[src/rtl/parse_big_field_table.sv]
// parse_big_field_table: reassembles one FIELD_LEN-beat AXI-stream frame into a wide value and publishes it atomically.
// Ports:
//   clock, rst         - block clock; synchronous active-high reset
//   enable             - sampled on beat 0 of a frame; 0 consumes and discards that frame
//   cm_tb_axis_*       - stream slave (tvalid/tready/tdata/tlast); tready = ~rst
//   value, value_vld   - last complete field (first beat in MSBs) and its one-cycle update pulse
//   short_err/long_err - one-cycle framing error pulses
// Build option: define PARSE_BIG_FIELD_LAST_CHK_EN to enable tlast framing checks (DROP state, error pulses).
// Without it, tlast is ignored and every FIELD_LEN beats form one frame.
module parse_big_field_table #(
    parameter int DSIZE     = 8,
    parameter int FIELD_LEN = 16*8,
    parameter     FIELD_NAME = "Big Filed"
) (
    input  logic                       clock,
    input  logic                       rst,
    input  logic                       enable,
    input  logic                       cm_tb_axis_tvalid,
    output logic                       cm_tb_axis_tready,
    input  logic [DSIZE-1:0]           cm_tb_axis_tdata,
    input  logic                       cm_tb_axis_tlast,
    output logic [DSIZE*FIELD_LEN-1:0] value,
    output logic                       value_vld,
    output logic                       short_err,
    output logic                       long_err
);
    localparam int W = DSIZE*FIELD_LEN;
    localparam int CW = $clog2(FIELD_LEN+1);
    localparam logic [CW-1:0] LAST_IDX = CW'(FIELD_LEN-1);

    if (FIELD_LEN < 1 || FIELD_LEN > 128) begin : g_bad_len
        $error("%s: FIELD_LEN=%0d outside 1..128", FIELD_NAME, FIELD_LEN);
    end

`ifdef PARSE_BIG_FIELD_LAST_CHK_EN
    typedef enum logic [1:0] {IDLE, RECV, DROP} state_t;
`else
    typedef enum logic [1:0] {IDLE, RECV} state_t;
`endif

    state_t          state_q, state_d;
    logic [W-1:0]    shadow_q, shadow_d, value_q, value_d;
    logic [CW-1:0]   cnt_q, cnt_d, idx;
    logic            en_lat_q, en_lat_d, vld_q, vld_d, serr_q, serr_d, lerr_q, lerr_d;
    logic            beat, en_cur, at_end, last;
    logic            unused_sink;

    assign cm_tb_axis_tready = ~rst;
    assign beat = cm_tb_axis_tvalid & cm_tb_axis_tready;
    // tlast is ignored in the unframed build and FIELD_NAME only feeds diagnostics
    assign unused_sink = ^{cm_tb_axis_tlast, FIELD_NAME};

    always_comb begin
        state_d  = state_q;
        shadow_d = shadow_q;
        value_d  = value_q;
        cnt_d    = cnt_q;
        en_lat_d = en_lat_q;
        vld_d    = 1'b0;
        serr_d   = 1'b0;
        lerr_d   = 1'b0;
        // beat index and enable as seen by the beat being taken now
        idx      = (state_q == IDLE) ? '0 : cnt_q;
        en_cur   = (state_q == IDLE) ? enable : en_lat_q;
        at_end   = (idx == LAST_IDX);
`ifdef PARSE_BIG_FIELD_LAST_CHK_EN
        last     = cm_tb_axis_tlast;
`else
        last     = at_end;
`endif
        if (beat) begin
`ifdef PARSE_BIG_FIELD_LAST_CHK_EN
            if (state_q == DROP) begin
                if (last) begin
                    lerr_d  = en_lat_q;
                    state_d = IDLE;
                    cnt_d   = '0;
                end
            end else
`endif
            begin
                // shift-in assembly: after FIELD_LEN beats the first beat sits in the MSBs
                shadow_d = (state_q == IDLE) ? W'(cm_tb_axis_tdata)
                                             : (shadow_q << DSIZE) | W'(cm_tb_axis_tdata);
                cnt_d    = idx + 1'b1;
                en_lat_d = en_cur;
                if (at_end && last) begin
                    value_d = en_cur ? shadow_d : value_q;
                    vld_d   = en_cur;
                    state_d = IDLE;
                    cnt_d   = '0;
                end
`ifdef PARSE_BIG_FIELD_LAST_CHK_EN
                else if (last) begin
                    serr_d  = en_cur;
                    state_d = IDLE;
                    cnt_d   = '0;
                end else if (at_end) begin
                    state_d = DROP;
                end
`endif
                else begin
                    state_d = RECV;
                end
            end
        end
    end

    always_ff @(posedge clock) begin
        if (rst) begin
            state_q  <= IDLE;
            shadow_q <= '0;
            value_q  <= '0;
            cnt_q    <= '0;
            en_lat_q <= 1'b0;
            vld_q    <= 1'b0;
            serr_q   <= 1'b0;
            lerr_q   <= 1'b0;
        end else begin
            state_q  <= state_d;
            shadow_q <= shadow_d;
            value_q  <= value_d;
            cnt_q    <= cnt_d;
            en_lat_q <= en_lat_d;
            vld_q    <= vld_d;
            serr_q   <= serr_d;
            lerr_q   <= lerr_d;
        end
    end

    assign value     = value_q;
    assign value_vld = vld_q;
    assign short_err = serr_q;
    assign long_err  = lerr_q;
endmodule

[config.mk]
export PLATFORM = sky130hd
export DESIGN_NAME = parse_big_field_table
export DESIGN_NICKNAME = d
export VERILOG_FILES = /design/src/rtl/parse_big_field_table.sv
export SDC_FILE = /design/constraint.sdc
export NUM_CORES = 2
export LEC_CHECK = 0
export CELL_PAD_IN_SITES_DETAIL_PLACEMENT = 0
export CELL_PAD_IN_SITES_GLOBAL_PLACEMENT = 2
export CORE_MARGIN = 3
export CORE_UTILIZATION = 30
export DETAILED_ROUTE_END_ITERATION = 8
export PLACE_DENSITY = 0.81
export SETUP_SLACK_MARGIN = 0.2
export SYNTH_ARGS = -nofsm -noshare
export SYNTH_HDL_FRONTEND = slang
export SYNTH_SLANG_ARGS = --single-unit
[constraint.sdc]
create_clock -name clock -period 7.4 [get_ports clock]
set_input_delay 0.74 -clock clock [delete_from_list [all_inputs] [get_ports clock]]
set_output_delay 0.74 -clock clock [all_outputs]
set_load 0.02 [all_outputs]
==> results by group <==
Status
  • Status: finished, violations left
  • Failing checks: max-slew violations

Power and ir drop
  • Leak pwr: 0.0345 uW
  • Worst vdd ir: 0.000174 V
  • Pwr dens: 249 mW/mm^2

Clock network
  • CTS H-Tree Depth: 4
  • TritonCTS clock tree: done
  • # hold bufs at CTS: 0
  • Cts bufs inserted: 219
  • Setup Buffers After CTS: 0
  • Post_cts resized: 0
  • CTS Sinks: 2051
  • CTS max path bufs: 3
  • Clock-pin transition on the worst setup and hold timing paths: 60 ps
  • Root Buffer: clkbuf_16
  • Worst-Skew Late Latency: 840 ps

Synth
  • EDFF count, synth: 0
  • Top-count cell post-synth: nand3_1
  • Top-area cell type share of the netlist area: 56.6%
  • Top cells by area, synth: dfxtp_1 57%, nand3_1 20%, nand2_1 9.8%
  • Mapped Avg Cell Area: 8.20 sq um
  • Cells after Synth: 8843
  • Synthesized cell area: 0.0725 sq mm
  • Yosys warns: 0
  • Main synth FF type: dfxtp_1
  • Yosys cell types: 38
  • Yosys top cell by area: dfxtp_1
  • Synth cell count leaders: 2916 x nand3_1, 2051 x dfxtp_1, 1900 x nand2_1
  • Part of the Yosys area used for sequential elements: 56.6%
  • Seq cells post-synth: 2051
  • Async SR Flop Fraction: 0%

Detailed routing
  • Wire per inst: 22.0 um
  • Post-Route WL: 278000 um
  • Iter 0 DRT Violations: 5128
  • DRT antenna net count: 0
  • Vias per cell: 5.18
  • Initial DRT Pass Iterations: 5
  • Via count: 65400
  • Drc violations: 0

Global routing
  • Aggregate global routing overflow: 0
  • GRT Overall Usage: 21.2%
  • Vias in the first global route: 61000
  • Global-route wire length before repair: 411000 um
  • Initial antenna violation count: 4
  • Largest net degree at the start of global routing: 214

Setup path
  • Critical path launch point type: register
  • Worst Path Arrival: 5490 ps
  • Crit path kind: register to register
  • R2R depth: 8
  • Worst Setup End Kind: register
  • Crit Path Max Fanout: 171
  • Worst EP required: 8180 ps
  • R2R setup slack: 2690 ps

STA
  • Final hold vios: 0
  • # setup viols final: 0
  • Clk_skew: 41.0 ps
  • Tightest Pin Transition: 1570 ps
  • Final Max Tran Viols: 93
  • Relative slew margins: -4.85%
  • Final Cycle Share: 63.7%
  • Minimum clock period: 4710 ps
  • Hold slack: 287 ps
  • Setup tns final: 0 ps
  • Fmax: 212 MHz
  • RSZ-0062 raised after global routing: false

Die
  • Row cnt: 179
  • Width of the chip: 498 um
  • Die Y: 498 um
  • CORE AREA: 0.239 sq mm
  • Die ar.: 0.248 sq mm
  • Initial Util: 30.3%
  • Ports: 1041

Placement
  • I/O Buffers: 1037
  • DP Area: 0.0842 sq mm
  • Placer congestion estimate: 0.816
  • Post-DP HPWL: 171000 um

Flow run
  • Number of max-cap violations: 0

Cells and area
  • Design area: 0.0914 sq mm
  • Layout cells sized above 1: 4.34%
  • Fin nets: 9309
  • Synth-to-Final Area Change: 25.9%

Hold path
  • Hold crit path type: primary input to register
  • Hold Path Stages: 2
==> layout by cell type (no fill, tap or decap), types with 2 or more instances in the layout <==
cell,instances
diode_2,3
clkinvlp_4,2
a22oi_1,2
inv_1,2
nand4_1,6
nand3_1,2916
buf_4,53
clkinv_16,4
conb_1,2
buf_12,23
clkbuf_8,61
clkinv_8,3
clkbuf_1,71
nor2b_1,2
nor2_4,3
bufinv_16,7
clkdlybuf4s50_1,1035
a21oi_1,883
clkinv_2,21
nor3_1,2
nand2_1,1900
nor2_1,20
a31oi_1,2
and2_1,2
buf_8,2
mux2i_1,19
a22o_1,129
inv_6,3
o21ai_0,2
clkbuf_16,223
or3_1,2
dfxtp_1,2050
inv_8,2
==> flip-flops by register name (all words and copies together) (netlist names) <==
register	cells
value	1024
shadow_q	1016
cnt_q	8
en_lat_q	1
state_q	1
value_vld	1
==> power by group <==
part | internal, uW | switching [uW]
sequential | 11000 | 9.19
combinational | 62.8 | 626
clock | 6380 | 4630
==> path summary, 6_finish.rpt <==
check / startpoint / end
max: state_q[0] / value[324]
min reg2reg: shadow_q[1012] / value[1020]
max reg2reg: state_q[0] / value[324]
min: rst / value[3]
==> metal layers <==
metal / GRT usage [%] / part of all wire, % / vias up
li1: - / - / 31100
met1: 28.2 / 44 / 32000
met2: 33.0 / 45 / 1906
met3: 5.77 / 7.5 / 355
met4: 7.31 / 3.6 / 0
met5: 0 / 0 / -
==> cell type report <==
cell class                 count  area, sq um
fill                       24500       148000
clock buffer                 355         6690
multi-input combinational   5906        27900
tap                         3167         3960
antenna                        3         7.51
sequential                  2051        41100
clock inverter                40          526
timing repair buffer        1113        11200
inverter                       4         30.0
==> cells by family (layout without fill, tap and decap cells) <==
group	Yosys count	after routing	share of synthesized area, %
AND/OR/NAND/NOR	4861	4861	30.3
flip-flops	2051	2051	56.6
AO/OA/AOI/OAI	1022	1022	7.75
buffers and inverters	887	1512	5.06
multiplexers	20	20	0.283
adder cells (fa/ha/maj)	1	1	0.0172
other	1	5	0.00517
==> per-stage QoR <==
stage	util [%]	power, uW	setup slack [ps]	instances
global route	38.2	23500	2360	12600
CTS	38.2	23000	2690	12600
detailed placement	35.2	12000	2690	12200
finish	38.2	22800	2690	12600
floorplan	-	11800	4680	8844
global placement	35.2	12000	2760	12200
==> critical path: stages, from the launching register on <==
cell	delay, ps
dfxtp_4	650
buf_4	660
mux2_4	370
nand4_1	110
buf_4	780
buf_4	860
buf_12	720
nand3_1	160
nand2_1	90
Note: power is estimated with default switching activity, not from simulation.
